===== src/rtl/mc_control_fsm.sv =====
// mc_control_fsm: multi-cycle RV32I control FSM; define MC_CONTROL_ILLEGAL_TRAP_EN to trap undefined opcodes.
module mc_control_fsm #(
    parameter int ALUOP_W     = 4,
    parameter int MEM_TIMEOUT = 16,
    parameter int CNT_W       = 32
) (
    input  logic               clk,
    input  logic               rst,
    input  logic [31:0]        i_instruction,
    input  logic               i_mem_ready,
    input  logic               i_branch_taken,
    output logic               o_mem_req,
    output logic               o_mem_addr_sel,
    output logic [31:0]        o_ir,
    output logic               o_ir_write,
    output logic               o_pc_write,
    output logic [1:0]         o_pc_src,
    output logic               o_branch,
    output logic               o_mem_read,
    output logic               o_mem_write,
    output logic               o_alu_src_a,
    output logic               o_alu_src_b,
    output logic               o_reg_write,
    output logic               o_conc_en,
    output logic               o_jalr,
    output logic               o_jal,
    output logic [1:0]         o_mem_to_reg,
    output logic [ALUOP_W-1:0] o_alu_op,
    output logic               o_bus_error,
    output logic [CNT_W-1:0]   o_retired
`ifdef MC_CONTROL_ILLEGAL_TRAP_EN
    ,
    output logic               o_illegal_instr
`endif
);
    localparam int TW = (MEM_TIMEOUT > 1) ? $clog2(MEM_TIMEOUT + 1) : 1;
    localparam logic [4:0] OP_LOAD = 5'b00000, OP_STORE = 5'b01000, OP_BR = 5'b11000,
                           OP_JALR = 5'b11001, OP_JAL = 5'b11011, OP_IMM = 5'b00100,
                           OP_R = 5'b01100, OP_AUIPC = 5'b00101, OP_LUI = 5'b01101;

    typedef enum logic [2:0] {
        S_FETCH, S_DECODE, S_EXEC, S_MEM, S_WB
`ifdef MC_CONTROL_ILLEGAL_TRAP_EN
        , S_TRAP
`endif
    } state_t;

`ifdef MC_CONTROL_ILLEGAL_TRAP_EN
    localparam state_t S_BAD   = S_TRAP;
    localparam logic   BAD_REQ = 1'b0;
`else
    localparam state_t S_BAD   = S_FETCH;
    localparam logic   BAD_REQ = 1'b1;
`endif

    state_t          r_state;
    logic [31:0]     r_ir;
    logic [CNT_W-1:0] r_retired;
    logic [TW-1:0]   r_tcnt;
    logic            r_mem_req, r_mem_addr_sel, r_mem_read, r_mem_write;
    // {branch, alu_src_a, alu_src_b, conc_en, jalr, jal, mem_to_reg[1:0], alu_op[1:0]}
    logic [9:0]      r_ctl;
    logic [9:0]      w_ctl;
    logic            w_legal, w_hs, w_tmo, w_nop, w_exec_br, w_retire, w_pc_write;
    logic            w_is_ld, w_is_st;
    logic [1:0]      w_pc_src;

    always_comb begin
        w_ctl   = '0;
        w_legal = (r_ir[1:0] == 2'b11);
        case (r_ir[6:2])
            OP_R:     w_ctl = 10'b0_0_0_0_0_0_00_10;
            OP_LOAD:  w_ctl = 10'b0_1_0_0_0_0_01_00;
            OP_STORE: w_ctl = 10'b0_1_0_0_0_0_00_00;
            OP_BR:    w_ctl = 10'b1_0_0_0_0_0_00_01;
            OP_AUIPC: w_ctl = 10'b0_1_1_1_0_0_00_00;
            OP_IMM:   w_ctl = 10'b0_1_0_0_0_0_00_10;
            OP_JAL:   w_ctl = 10'b0_1_0_0_0_1_10_00;
            OP_JALR:  w_ctl = 10'b0_1_0_0_1_0_10_00;
            OP_LUI:   w_ctl = 10'b0_1_0_1_0_0_11_11;
            default:  w_legal = 1'b0;
        endcase
    end

    assign w_is_ld   = r_ir[6:2] == OP_LOAD;
    assign w_is_st   = r_ir[6:2] == OP_STORE;
    assign w_hs      = r_mem_req && i_mem_ready;
    assign w_tmo     = (MEM_TIMEOUT != 0) && r_mem_req && !i_mem_ready && r_tcnt == TW'(MEM_TIMEOUT - 1);
    assign w_exec_br = r_state == S_EXEC && r_ctl[9];
`ifdef MC_CONTROL_ILLEGAL_TRAP_EN
    assign w_nop     = 1'b0;
`else
    assign w_nop     = r_state == S_DECODE && !w_legal;
`endif
    // PC/IR strobes follow the same-cycle handshake and compare inputs, so they are decoded from state here
    assign w_retire   = w_exec_br || r_state == S_WB || (r_state == S_MEM && r_mem_write && w_hs) || w_nop;
    assign w_pc_write = w_retire || (r_state == S_MEM && w_tmo);
    assign w_pc_src   = w_exec_br ? {1'b0, i_branch_taken} :
                        r_state != S_WB ? 2'b00 :
                        r_ctl[4] ? 2'b11 : r_ctl[5] ? 2'b10 : 2'b00;

    always_ff @(posedge clk) begin
        if (rst) begin
            r_state        <= S_FETCH;
            r_ir           <= '0;
            r_retired      <= '0;
            r_tcnt         <= '0;
            r_mem_req      <= 1'b0;
            r_mem_addr_sel <= 1'b0;
            r_mem_read     <= 1'b0;
            r_mem_write    <= 1'b0;
            r_ctl          <= '0;
        end else begin
            if (w_retire)
                r_retired <= r_retired + 1'b1;
            r_tcnt <= (MEM_TIMEOUT != 0 && r_mem_req && !i_mem_ready && !w_tmo) ? r_tcnt + 1'b1 : '0;
            case (r_state)
                S_FETCH: begin
                    if (!r_mem_req)
                        r_mem_req <= 1'b1;
                    else if (w_hs) begin
                        r_ir      <= i_instruction;
                        r_mem_req <= 1'b0;
                        r_state   <= S_DECODE;
                    end else if (w_tmo)
                        r_mem_req <= 1'b0;
                end
                S_DECODE: begin
                    if (!w_legal) begin
                        r_state   <= S_BAD;
                        r_mem_req <= BAD_REQ;
                    end else begin
                        r_ctl   <= w_ctl;
                        r_state <= S_EXEC;
                    end
                end
                S_EXEC: begin
                    if (r_ctl[9]) begin
                        r_ctl     <= '0;
                        r_mem_req <= 1'b1;
                        r_state   <= S_FETCH;
                    end else if (w_is_ld || w_is_st) begin
                        r_mem_req      <= 1'b1;
                        r_mem_addr_sel <= 1'b1;
                        r_mem_read     <= w_is_ld;
                        r_mem_write    <= w_is_st;
                        r_state        <= S_MEM;
                    end else
                        r_state <= S_WB;
                end
                S_MEM: begin
                    if (w_hs || w_tmo) begin
                        r_mem_addr_sel <= 1'b0;
                        r_mem_read     <= 1'b0;
                        r_mem_write    <= 1'b0;
                        r_mem_req      <= w_hs && r_mem_write;
                        r_state        <= (w_hs && r_mem_read) ? S_WB : S_FETCH;
                        if (!(w_hs && r_mem_read))
                            r_ctl <= '0;
                    end
                end
                S_WB: begin
                    r_ctl     <= '0;
                    r_mem_req <= 1'b1;
                    r_state   <= S_FETCH;
                end
                default: ;
            endcase
        end
    end

`ifdef MC_CONTROL_ILLEGAL_TRAP_EN
    logic r_illegal;

    always_ff @(posedge clk)
        r_illegal <= rst ? 1'b0 : (r_illegal || (r_state == S_DECODE && !w_legal));

    assign o_illegal_instr = r_illegal;
    assign o_ir            = r_state == S_TRAP ? '0 : r_ir;
    assign o_retired       = r_state == S_TRAP ? '0 : r_retired;
`else
    assign o_ir            = r_ir;
    assign o_retired       = r_retired;
`endif

    assign o_mem_req      = r_mem_req && !rst;
    assign o_mem_addr_sel = r_mem_addr_sel;
    assign o_mem_read     = r_mem_read;
    assign o_mem_write    = r_mem_write;
    assign o_ir_write     = r_state == S_FETCH && w_hs && !rst;
    assign o_pc_write     = w_pc_write && !rst;
    assign o_pc_src       = w_pc_src;
    assign o_reg_write    = r_state == S_WB && !rst;
    assign o_bus_error    = w_tmo && !rst;
    assign o_branch       = r_ctl[9];
    assign o_alu_src_a    = r_ctl[8];
    assign o_alu_src_b    = r_ctl[7];
    assign o_conc_en      = r_ctl[6];
    assign o_jalr         = r_ctl[5];
    assign o_jal          = r_ctl[4];
    assign o_mem_to_reg   = r_ctl[3:2];
    assign o_alu_op       = ALUOP_W'(r_ctl[1:0]);
endmodule


===== config.mk =====
export PLATFORM = sky130hd
export DESIGN_NAME = mc_control_fsm
export DESIGN_NICKNAME = d
export VERILOG_FILES = /design/src/rtl/mc_control_fsm.sv
export SDC_FILE = /design/constraint.sdc
export NUM_CORES = 1
export LEC_CHECK = 0
export BUFFER_PORTS_ARGS = -buffer_cell sky130_fd_sc_hd__buf_2
export CAP_MARGIN = 10
export CORE_ASPECT_RATIO = 0.8
export CORE_MARGIN = 5
export CORE_UTILIZATION = 51
export CTS_CLUSTER_DIAMETER = 200
export CTS_CLUSTER_SIZE = 40
export DETAILED_ROUTE_END_ITERATION = 7
export PLACE_DENSITY_LB_ADDON = 0.08
export SYNTH_ARGS = -nofsm -noshare
export SYNTH_HDL_FRONTEND = slang
export SYNTH_SLANG_ARGS = --single-unit

===== constraint.sdc =====
create_clock -name clk -period 2.8 [get_ports clk]
set_input_delay 0.42 -clock clk [delete_from_list [all_inputs] [get_ports clk]]
set_output_delay 0.42 -clock clk [all_outputs]
set_load 0.02 [all_outputs]

==> out/metrics.cfg, run 1 <==
[synthesis]
async_reset_ff_share_pct=0
synth_edf_count=0
synth_top_cell_by_area=dfxtp_1
synth_area_sq_um=3950
synth_seq_area_share_pct=43.6
ys_ff_latch=86
synth.area.top_cells=dfxtp_1 44%, a21oi_1 9.1%, nand2_1 8.1%, or3_1 3.6%, nand3_1 3.0%
synth_top_area_share_pct=43.6
synthCells=492
yosysWarnings=0
ys.flop_type=dfxtp_1
yosys.cell_types.count=52
syn-mean-instance-area_sq_um=8.03

[place]
dpl.hpwl_um=7290
port_buffers=119
gp_congestion=0.848

[timing]
fin_crit_ns=2.66
hold_viol_final=0
period_share_pct=94.9
setup_violations=0
tightest_slew_ns=0.729
tns_ns=0
fmax_mhz=376
fin_hold_ws_ns=0.279
slew_headroom_pct=51.0
rsz0062_at_grt=false
finClkSkew_ns=0.0154
drv_slew=0

[detailed_routing]
viasPerCell=5.43
via_count=3875
drc=0
drt_iter0_drc=158
dr.pass1.iters=4
ant_nets=0
routedWlPerCell_um=14.2
routed_wl_um=10200

[worst_hold_path]
min_to=o_ir[14]
min-delay-start=i_instruction[14]
min_path_type=in2reg
hold_depth=3

[global_routing]
overflow=0
antenna_found_initial=0
grt_pass1_wl_um=17000
grt_pass1_vias=3628
grt_usage_pct=21.8
grt_max_degree=54

[clocking]
cts_inserted_buffers=9
clock_latency_ns=0.36
cts.sinks=86
cts_resized=0
cts_tree=done
cts-root-buf=clkbuf_8
ctsHtreeMaxLevel=3
post_cts_buffers=0
clk_pin_slew_ns=0.10
clk_path_buf_depth=2
hold_buffers=0

[setup_path]
startpoint_type=register
crit_fanout=18
r2r_end=o_retired[25]
rr_startpoint=o_ir[4]
cpMaxStageDelayCell=dfxtp_1
critPathArrivalTime_ns=2.24
crit_cells=5
path_class=reg2out
reg2reg_depth=6
ff2ff_setup_slack_ns=0.38
cp.required_ns=2.38
max_stage_delay_ns=0.64
crit_buf_inv=1
cp_top_family=compound AO/OA/AOI/OAI gates
crit_chain=and3b_1, a41oi_1, o211a_4, o2bb2ai_1, buf_2
end_kind=output pin

[flow_run]
cap_violations=0

[final_layout]
layout.nets=643
area_delta_synth_final_pct=22.9
fill_cells=701
diodes=0
drive_above_1_share_pct=26.4

[die]
die_x_um=108
core_area_sq_um=7460
die_h_um=88.7
row_count=28
start_util_pct=52.9
ios=122
fp.dieArea_sq_um=9620

[power_and_ir_drop]
p_per_area_nw_per_um2=489
p_leak_nw=2.01
ir_worst_vdd_mv=0.342
power.total_mw=2.37

[status]
status=completed

-- synthesized netlist by cell type, drive strengths merged (3+ instances only) --
master	number
dfxtp	86
buf	7
nor4	4
nor3b	3
a21o	3
nand3	24
o21ai	25
o31ai	11
nand4	8
nor2	21
nand2	85
or4	12
nor3	7
ha	3
a21oi	72
mux2i	9
inv	9
nand2b	13
a211oi	3
nor2b	7
clkbuf	26
or3	23
-- through the flow --
step | instance area (sq um) | instances | setup WS [ns] | utilization [%]
2_1_floorplan | 3950 | 493 | 0.217 | -
3_3_place_gp | 4670 | 698 | 0.460 | 62.6
3_5_place_dp | 4670 | 698 | 0.388 | 62.6
4_1_cts | 4850 | 714 | 0.0167 | 65.1
5_1_grt | 4860 | 714 | 0.0141 | 65.1
6_report | 4860 | 714 | 0.143 | 65.1
-- per-layer routing --
metal	GRT usage, %	wire, um	part of all wire [%]
met1	28.5	4710	46
met2	34.8	4500	44
met3	7.59	852	8.4
met4	5.39	93	0.92
met5	0	0	0
-- area by class of cell --
class	instances	area, sq um	area share, %
Clock buffer	9	124	2.55
Clock inverter	7	61.3	1.26
Inverter	9	33.8	0.696
Multi-Input combinational cell	365	2060	42.4
Sequential cell	86	1720	35.5
Tap cell	105	131	2.71
Timing Repair Buffer	133	726	14.9
-- worst reg2reg max path: stages, from the launching register on --
cell and delay, ns:
dfxtp_1 0.49, and4b_4 0.27, a311o_1 0.40, o211a_4 0.33, buf_4 0.21, or4_1 0.51
a21oi_1 0.15
-- layout by cell type, fill, tap and decap left out, types with 7 or more instances in the layout --
cell type  Yosys  layout
nand3_1       24      24
nor2_1        21      21
a21oi_1       72      72
nand4_1        7       7
nand2b_1      13      13
o31ai_1       11      11
or4_1         12      12
inv_1          9       9
nand2_1       85      85
buf_4          3      12
dfxtp_1       86      85
nor2b_1        7       7
clkbuf_8       0       9
mux2i_1        9       9
or3_1         23      23
buf_2          3     119
o21ai_0       24      24
-- state kept, by name, summed over array words and instances, names as in the netlist --
| signal | count |
|---|---|
| o_ir | 32 |
| o_retired | 32 |
| r_ctl | 10 |
| r_tcnt | 5 |
| r_state | 3 |
| o_mem_addr_sel | 1 |
| o_mem_read | 1 |
| o_mem_write | 1 |
| r_mem_req | 1 |
-- logic make-up (layout without fill, tap and decap cells) --
group | count (synthesis) | after routing | synth area share [%]
flip-flops | 86 | 86 | 43.6
other | 1 | 2 | 0.0949
XOR/XNOR | 4 | 4 | 0.887
adder cells (fa/ha/maj) | 3 | 3 | 0.950
buffers and inverters | 42 | 158 | 4.56
AND/OR/NAND/NOR | 215 | 215 | 27.7
multiplexers | 11 | 11 | 2.85
AO/OA/AOI/OAI | 130 | 130 | 19.4
-- where the power goes --
part           switching [mW]  internal [mW]
Clock                   0.486          0.341
Sequential             0.0271           1.25
Combinational           0.165          0.100
-- worst max path at each step --
stage | to | from | slack (ns)
after CTS | o_pc_write | o_ir[5] | 0.02
after detailed placement | o_retired[25] | o_ir[4] | 0.39
after global placement | o_retired[25] | o_ir[4] | 0.46
after floorplan | o_pc_write | o_ir[4] | 0.22
after global routing | o_pc_write | r_state[2] | 0.01
final | o_pc_write | r_state[2] | 0.14
(Power assumes the default switching activity.)
==> run 2, diff against run 1 <==
--- a/config.mk
+++ b/config.mk
@@ -5,11 +5,12 @@
 export SDC_FILE = /design/constraint.sdc
 export NUM_CORES = 1
 export LEC_CHECK = 0
+export ABC_AREA = 1
 export BUFFER_PORTS_ARGS = -buffer_cell sky130_fd_sc_hd__buf_2
 export CAP_MARGIN = 10
 export CORE_ASPECT_RATIO = 0.8
 export CORE_MARGIN = 5
-export CORE_UTILIZATION = 51
+export CORE_UTILIZATION = 53
 export CTS_CLUSTER_DIAMETER = 200
 export CTS_CLUSTER_SIZE = 40
 export DETAILED_ROUTE_END_ITERATION = 7
==> out/metrics.cfg, run 2 <==
[status]
status=completed

[synthesis]
ys.flop_type=dfxtp_1
async_reset_ff_share_pct=0  ; unchanged
synth.area.top_cells=dfxtp_1 39%, nand2_1 11%, a21oi_1 7.9%, inv_1 6.5%, nor2_1 6.1%
synth_top_cells_by_count=127 x nand2_1, 86 x dfxtp_1, 77 x inv_1, 72 x nor2_1, 70 x a21oi_1
yosys.cell_types.count=32  ; -38%
ys_ff_latch=86  ; unchanged
yosysWarnings=0  ; unchanged
synth_area_sq_um=4440  ; +12%
synth_top_area_share_pct=38.8  ; -4.8 points
synth_seq_area_share_pct=38.8  ; -4.8 points
synth_top_cell_by_area=dfxtp_1
synth_edf_count=0  ; unchanged
yosysMostFrequentCell=nand2_1
syn-mean-instance-area_sq_um=6.81  ; -15%
synthCells=651  ; +32%

[setup_path]
cp.required_ns=2.38  ; about the same
crit_chain=ha_1, nand2_1, nor2_1, ha_1, inv_1, nor4_1, nand2_1, o21ai_0, buf_2
cp_top_family=simple AND/OR/NAND/NOR gates
startpoint_type=register
crit_cells=9  ; +4
path_class=reg2out
critPathLaunch=r_tcnt[0]
rr_startpoint=r_tcnt[0]
ff2ff_setup_slack_ns=0.75  ; +0.37 ns
crit_buf_inv=2  ; +1
crit_fanout=3  ; -15
critPathArrivalTime_ns=2.04  ; -0.20 ns
end_kind=output pin
reg2reg_depth=11  ; +5
crit_end=o_pc_write
r2r_end=r_ctl[5]
cpMaxStageDelayCell=dfxtp_1
max_stage_delay_ns=0.36  ; -0.28 ns

[power_and_ir_drop]
intPower_mw=2.00  ; +18%
switching_share_pct=31.9  ; +3.4 points
power.total_mw=2.94  ; +24%
ir_worst_vdd_mv=0.287  ; -16%
p_leak_nw=2.31  ; +15%
p_clk_share_pct=33.7  ; -1.2 points
p_sw_mw=0.938  ; +38%
p_per_area_nw_per_um2=558  ; +14%
seqPwrFrac_pct=46.2  ; -7.8 points
combPwrFrac_pct=20.1  ; +8.9 points

[final_layout]
seqCellArea_sq_um=1720  ; about the same
fin_area_sq_um=5270  ; +8.4%
layout.nets=797  ; +24%
fin_util_pct=65.4  ; +0.29 points
diodes=0  ; unchanged
instances_no_fill=871  ; +22%
final_common_cell=nand2_1
fill_cells=787  ; +12%
area_delta_synth_final_pct=18.7
final_cell_mix=127 x nand2_1, 119 x buf_2, 86 x dfxtp_1
multi_input_area_sq_um=2230  ; +8.3%
drive_above_1_share_pct=21.2  ; -5.2 points

[detailed_routing]
viasPerCell=5.22  ; -3.9%
ant_nets=0  ; unchanged
routedWlPerCell_um=13.9  ; -2.4%
routed_wl_um=12100  ; +19%
drt_iter0_drc=321  ; +100%
dr.pass1.iters=5  ; +1
via_count=4544  ; +17%
drc=0  ; unchanged

[worst_hold_path]
min_path_type=in2reg

[timing]
slew_headroom_pct=48.6  ; -2.4 points
fin_crit_ns=2.46  ; -0.198 ns
setup_violations=0  ; unchanged
hold_viol_final=0  ; unchanged
drv_slew=0  ; unchanged
rsz0062_at_grt=false
tns_ns=0  ; unchanged
finClkSkew_ns=0.00929  ; -0.00615 ns
fin_hold_ws_ns=0.325  ; +0.0468 ns
setup_ws_ns=0.341  ; +0.198 ns
tightest_slew_ns=0.771  ; +0.0421 ns
fmax_mhz=407  ; +8.0%
period_share_pct=87.8  ; -7.1 points

[place]
dp.cells=855  ; +22%
gp_congestion=0.999  ; +18%
place_ws_ns=0.773  ; +0.385 ns
port_buffers=119  ; unchanged
dpl.hpwl_um=9100  ; +25%
placed_cell_area_sq_um=5040  ; +8.0%

[global_routing]
grt_usage_pct=23.4  ; +1.6 points
overflow=0  ; unchanged
grt_max_degree=56  ; +3.7%
grt_pass1_vias=4038  ; +11%
antenna_found_initial=0  ; unchanged
grt_pass1_wl_um=19800  ; +17%

[clocking]
cts_resized=0  ; unchanged
clk_pin_slew_ns=0.09  ; about the same
hold_buffers=0  ; unchanged
clock_latency_ns=0.36  ; about the same
cts-root-buf=clkbuf_8
ctsHtreeMaxLevel=3  ; unchanged
cts_inserted_buffers=9  ; unchanged
cts.sinks=86  ; unchanged
cts_tree=done
post_cts_buffers=0  ; unchanged
clk_path_buf_depth=2  ; unchanged

[die]
core_area_sq_um=8060  ; +7.9%
fp.dieArea_sq_um=10300  ; +7.2%
row_count=29  ; +3.6%
ios=122  ; unchanged
die_h_um=91.8  ; +3.5%
die_x_um=112  ; +3.6%
start_util_pct=55.1  ; +2.1 points

[flow_run]
cap_violations=0  ; unchanged

## run 2: changes by cell type after synthesis, sizes merged, moves of 11 or more
| cell | change |
|---|---|
| o21ai | +18 |
| nand3 | +26 |
| o31ai | -11 |
| inv | +74 |
| nor3 | +11 |
| nand2b | -13 |
| nor2 | +57 |
| or3 | -23 |
| nand2 | +47 |
| nand4 | +12 |
| or4 | -12 |
| xor2 | +16 |
## run 2: cell type report
type	count	share of cell area, %
tap	108	2.57
clock buffer	10	2.42
timing repair buffer	126	12.3
clock inverter	6	1.78
inverter	83	5.92
sequential	86	32.7
multi-input combinational	452	42.3
## run 2: layer usage
layer	vias up	track usage, %	share of wire [%]
met5	-	0	0
met4	0	4.10	0.56
met3	5	7.70	10
met2	197	34.8	43
met1	2032	33.5	46
li1	2310	-	-
## run 2: power by group through the flow
stage | sequential, mW | combinational, mW | clock, mW
2_1_floorplan | 1.48 | 0.353 | 0
3_3_place_gp | 1.38 | 0.580 | 0
3_5_place_dp | 1.38 | 0.590 | 0
4_1_cts | 1.36 | 0.594 | 1.01
5_1_grt | 1.37 | 0.657 | 1.07
6_report | 1.36 | 0.591 | 0.989
## run 2: how the worst min path moves through the flow
stage | startpoint | end | slack (ns) | cells after the start
2_1_floorplan | r_tcnt[0] | r_tcnt[0] | 0.42 | 1
3_3_place_gp | o_ir[16] | o_ir[16] | 0.43 | 2
3_5_place_dp | o_ir[26] | o_ir[26] | 0.43 | 2
4_1_cts | rst | o_mem_read | 0.31 | 2
5_1_grt | i_instruction[20] | o_ir[20] | 0.32 | 3
6_report | rst | o_mem_read | 0.33 | 2
## run 2: logic make-up after synthesis
logic type	after synthesis	share of synthesized area, %
xor+xnor	24	4.74
simple gates	306	30.9
flops	86	38.8
fa+ha+maj	3	0.846
buf+inv	114	11.2
compound gates	117	13.4
other cells	1	0.0845
